### src/rtl/wait_time_cnt.sv
// wait_time_cnt
//   Waiting-time counter for the taxi fare datapath. It counts minute pulses
//   from freq_div and shows the count as two BCD digits. The first FREE_MIN
//   minutes are free. After that, a one-cycle fee_pulse goes to the fare adder
//   every BILL_STEP billed minutes. The count saturates at MAX_MIN, and max
//   then tells freq_div to stop.
//
// Ports
//   clk        system clock
//   rst_n      asynchronous reset, active low
//   en         waiting mode active (0 = pause; minute pulses are ignored)
//   clr        synchronous trip clear; beats every other synchronous event
//   min_pulse  minute pulse from freq_div; it may be wider than one cycle
//   wait_min   waiting minutes, packed BCD {tens, ones}
//   fee_pulse  one-cycle strobe, once per BILL_STEP billed minutes
//   max        high while wait_min has saturated at MAX_MIN
module wait_time_cnt #(
  parameter int FREE_MIN  = 3,   // 0 .. MAX_MIN-1
  parameter int BILL_STEP = 1,   // 1 .. 15
  parameter int MAX_MIN   = 99   // 1 .. 99
) (
  input  logic       clk,
  input  logic       rst_n,
  input  logic       en,
  input  logic       clr,
  input  logic       min_pulse,
  output logic [7:0] wait_min,
  output logic       fee_pulse,
  output logic       max
);

  typedef enum logic [1:0] {IDLE, FREE, BILL, SAT} state_t;

  // Decimal limits re-expressed as packed BCD, so they compare directly
  // against the BCD counter.
  localparam logic [7:0] MAX_BCD  = 8'(((MAX_MIN / 10) << 4) | (MAX_MIN % 10));
  localparam logic [7:0] FREE_BCD = 8'(((FREE_MIN / 10) << 4) | (FREE_MIN % 10));
  localparam logic [3:0] STEP     = 4'(BILL_STEP);

  state_t     state;
  logic       pulse_d;
  logic [3:0] bill_cnt;
  logic       tick;
  logic [7:0] wait_inc;
  logic [3:0] bill_inc;

  // Rising edge of the minute pulse, qualified by en. A wide pulse gives
  // only one tick.
  assign tick     = min_pulse & ~pulse_d & en;
  assign bill_inc = bill_cnt + 4'd1;

  // BCD increment. Tens never passes 9 because the count saturates at or
  // below 99.
  // NOTE: give every always_comb output a value on every path (here a
  // default first); otherwise synthesis infers a latch.
  always_comb begin
    wait_inc = {wait_min[7:4], wait_min[3:0] + 4'd1};
    if (wait_min[3:0] == 4'd9) begin
      wait_inc = {wait_min[7:4] + 4'd1, 4'd0};
    end
  end

  // NOTE: registers take non-blocking assignments only. Every right-hand
  // side then reads the value from before the edge, whatever the statement
  // order.
  always_ff @(posedge clk or negedge rst_n) begin
    if (!rst_n) begin
      state     <= IDLE;
      wait_min  <= 8'h00;
      fee_pulse <= 1'b0;
      max       <= 1'b0;
      pulse_d   <= 1'b0;
      bill_cnt  <= 4'd0;
    end else begin
      // The edge detector runs during pause and clear as well. A pulse that
      // is already high when en returns is therefore not counted again.
      pulse_d   <= min_pulse;
      fee_pulse <= 1'b0;
      if (clr) begin
        state    <= IDLE;
        wait_min <= 8'h00;
        bill_cnt <= 4'd0;
        max      <= 1'b0;
      end else begin
        case (state)
          IDLE: begin
            wait_min <= 8'h00;
            bill_cnt <= 4'd0;
            max      <= 1'b0;
            if (en) begin
              state <= (FREE_MIN == 0) ? BILL : FREE;
            end
          end
          FREE: begin
            if (tick) begin
              wait_min <= wait_inc;
              if (wait_inc == FREE_BCD) begin
                state    <= BILL;
                bill_cnt <= 4'd0;
              end
            end
          end
          BILL: begin
            if (tick) begin
              wait_min <= wait_inc;
              if (bill_inc == STEP) begin
                fee_pulse <= 1'b1;
                bill_cnt  <= 4'd0;
              end else begin
                bill_cnt  <= bill_inc;
              end
              if (wait_inc == MAX_BCD) begin
                state <= SAT;
                max   <= 1'b1;
              end
            end
          end
          SAT: begin
            max <= 1'b1;
          end
          default: begin
            state <= IDLE;
          end
        endcase
      end
    end
  end

endmodule

### config.mk
export PLATFORM = sky130hd
export DESIGN_NAME = wait_time_cnt
export DESIGN_NICKNAME = d
export VERILOG_FILES = /design/src/rtl/wait_time_cnt.sv
export SDC_FILE = /design/constraint.sdc
export NUM_CORES = 1
export LEC_CHECK = 0
export BUFFER_PORTS_ARGS = -buffer_cell sky130_fd_sc_hd__clkbuf_2
export CAP_MARGIN = 10
export CORE_MARGIN = 2
export CORE_UTILIZATION = 55
export DETAILED_ROUTE_END_ITERATION = 12
export PLACE_DENSITY = 0.77
export REMOVE_ABC_BUFFERS = 1
export SETUP_SLACK_MARGIN = 0.15
export SLEW_MARGIN = 20
export SYNTH_ARGS = -nofsm -noshare
export SYNTH_HDL_FRONTEND = slang
export SYNTH_SLANG_ARGS = --single-unit
### constraint.sdc
create_clock -name clk -period 2.5 [get_ports clk]
set_clock_uncertainty 0.05 [all_clocks]
set_input_delay 0.5 -clock clk [delete_from_list [all_inputs] [get_ports clk]]
set_output_delay 0.5 -clock clk [all_outputs]
set_load 0.05 [all_outputs]
==> flow_summary.yaml <==
outcome:
  status: "finished, final reports clean"
sta:
  worst_hold_slack_ps: 66.76
  report.final.slew_viol_count: 0
  hold_viol_final: 0
  period_share_pct: 89.90
  tightest_slew_ps: 443.2
  fmax_ghz: 0.4450
  rsz0062_at_grt: "no"
  setup_viol: 0
  slew_headroom_pct: 70.35
  timing.final.crit_period_ps: 2247
  tns_ps: 0
routing:
  dr.pass1.iters: 4
  drt-total-wl_mm: 2.410
  route.antenna.remaining_nets: 0
  vias_per_cell: 5.875
  num_vias: 987
  drc: 0
  routedWlPerCell_um: 14.35
  drt_iter0_drc: 23
synth:
  synth.distinct_cells: 40
  seq_area_frac_synth_pct: 38.16
  synthTopCellsByArea: "dfrtp_1 38%, ha_1 7.9%, nand2_1 4.4%"
  syn_inst: 122
  netlist_area_um2: 1115
  async_reset_ff_share_pct: 100.0
  yosys.area.top_type: "dfrtp_1"
  yosys_most_used_dff: "dfrtp_1"
  synth_top_area_share_pct: 38.16
  synth_edf_count: 0
  yosysWarnings: 0
  postSynthAreaPerCell_um2: 9.138
  ys_ff_latch: 17
pwr:
  p_int_uw: 480.2
  p_clk_share_pct: 18.5
  p_leak_uw: 0.0005622
  p_sw_share_pct: 41.55
  p_total_uw: 821.6
  combPwrFrac_pct: 43.8
  sequentialPowerShare_pct: 37.8
  p_sw_uw: 341.4
  power.density_nw_per_um2: 650.1
  ir_worst_vdd_mv: 0.5002
cells_and_area:
  fill_cells: 179
  drive_gt1_share_pct: 19.86
  layout.nets: 154
  num_antenna_cells: 0
  final-seq-area_um2: 425.4
  multi_input_area_um2: 654.4
  final_area_um2: 1264
  final_cells: 168
  syn2layout_area_growth_pct: 13.36
global_route:
  grtUsageTotal_pct: 23.31
  grt_pass1_vias: 948
  grt_pass1_wl_mm: 4.257
  antenna_found_initial: 0
  grt-ovfl-total: 0
  grt_max_degree: 18
setup_path:
  critical_path.top_delay_family: "simple AND/OR/NAND/NOR gates"
  crit_buf_inv: 0
  worstSetupPathType: "reg -> reg"
  slowest_stage: "dfrtp_1"
  crit_fanout: 5
  critPathMaxStageDelay_ps: 440
  crit_path_cell_trace: "ha_1 -> and3b_1 -> o21a_1 -> o21ai_1 -> o41ai_4 -> and4_1 -> or3_1"
  cp-end-kind: "flip-flop"
  startpoint_type: "flip-flop"
  r2r_slack_ps: 250
  required_ps: 2630
  crit_arrival_ps: 2380
clock_tree:
  root_buffer: "clkbuf_4"
  cts_setup_buffers: 0
  cts_tree: "built"
  cts-buffers-inserted: 3
  clkTransAtPathRegs_ps: 100
  htree_levels: 1
  clkSinkCount: 17
  clock_latency_ps: 290
  clk_path_buf_depth: 2
placed_design:
  place_congestion: 0.8014
  portBuffers: 14
  dp.cells: 164
  hpwl_mm: 1.765
  place_area_um2: 1230
floorplan:
  die_w_um: 49.02
  io_pins: 15
  rows: 16
  die_h_um: 49.02
  dieArea_um2: 2403
  coreArea_um2: 1942
  start_util_pct: 57.41
job:
  drv_cap: 0
hold_path:
  holdCritPathClass: "in -> async"
## sequential cells by signal, indices dropped and copies added, names as in the netlist
register / count
pulse_d: 1
state: 2
max: 1
fee_pulse: 1
wait_min: 8
bill_cnt: 4
## area by class of cell
cell class | instances | area share, %
Multi-Input combinational cell | 96 | 51.78
Clock inverter | 1 | 0.3960
Clock buffer | 3 | 1.782
Sequential cell | 17 | 33.66
Tap cell | 27 | 2.673
Inverter | 6 | 1.782
Timing Repair Buffer | 18 | 7.921
## cell usage in the layout (no fill, tap or decap), types with 2 or more instances in the layout
cell type	instances
a211oi_1	2
a21oi_1	5
and4_1	2
buf_4	4
clkbuf_2	14
clkbuf_4	3
dfrtp_1	17
ha_1	7
inv_1	6
mux2i_1	4
nand2_1	13
nand3_1	8
nand4_1	2
nor2_1	10
nor2_2	2
nor2b_1	2
nor3_1	3
nor4_1	2
o211ai_1	2
o21ai_0	8
o22ai_1	2
or2b_1	2
xnor2_1	2
## cells in the mapped netlist (2+ instances only)
cell and number:
dfrtp_1 17, nand2_1 13, nor2_1 11, nand3_1 8, o21ai_0 8, ha_1 7
inv_1 6, a21oi_1 5, mux2i_1 4, nor3_1 3, a211oi_1 2, and4_1 2
buf_4 2, nand4_1 2, nor2b_1 2, nor4_1 2, o211ai_1 2, o22ai_1 2
or2b_1 2, xnor2_1 2
## power by group through the flow
| stage | Clock, uW | Combinational, uW | Sequential, uW |
|---|---|---|---|
| after floorplan | 0 | 226 | 335 |
| after global placement | 0 | 347 | 315 |
| after detailed placement | 0 | 351 | 315 |
| after CTS | 153 | 352 | 311 |
| after global routing | 170 | 392 | 313 |
| final | 152 | 360 | 310 |
## path summary, 6_finish.rpt
path / startpoint / to / cells past startpoint
min in group clk: min_pulse / pulse_d / 1
min: rst_n / wait_min[7] / 1
max in group asynchronous: rst_n / bill_cnt[2] / 1
max: wait_min[5] / state[1] / 7
min reg2reg: wait_min[7] / wait_min[7] / 1
max reg2reg: wait_min[5] / state[1] / 7
## layer usage
metal  GRT usage (%)  wire length, um  part of all wire, %  up-vias
li1                -                -                    -      487
met1           31.56             1126                   47      461
met2           34.25             1104                   46       33
met3           4.601              121                  5.0        6
met4           14.29               58                  2.4        0
met5               0                0                    0        -
## logic make-up (layout without fill, tap and decap cells)
logic type | Yosys count | after routing | share of synthesized area (%)
AO/OA/AOI/OAI | 30 | 30 | 19.75
AND/OR/NAND/NOR | 52 | 52 | 24.58
multiplexers | 4 | 4 | 3.592
flip-flops | 17 | 17 | 38.16
buffers and inverters | 9 | 28 | 3.703
XOR/XNOR | 3 | 3 | 2.357
adder cells (fa/ha/maj) | 7 | 7 | 7.856
## repair_timing
| item | in CTS | in global routing |
|---|---|---|
| gates resized for setup | 0 | 3 |
| hold buffers | 0 | 0 |
| endpoints found under the setup margin | 0 | 1 |
| hold endpoints to repair | 0 | 0 |
## worst reg2reg max path, stage by stage (launching register included)
cell     delay [ps]
dfrtp_1         440
ha_1            330
and3b_1         180
o21a_1          180
o21ai_1         280
o41ai_4         130
and4_1          200
or3_1           330
## per-stage QoR
stage	setup WS, ps	utilization (%)
after floorplan	-10.92	-
after global placement	270.3	63.34
after detailed placement	193.1	63.34
after CTS	185.7	64.76
after global routing	165.3	65.08
final	252.6	65.08
Note: power is estimated with default switching activity, not from simulation.
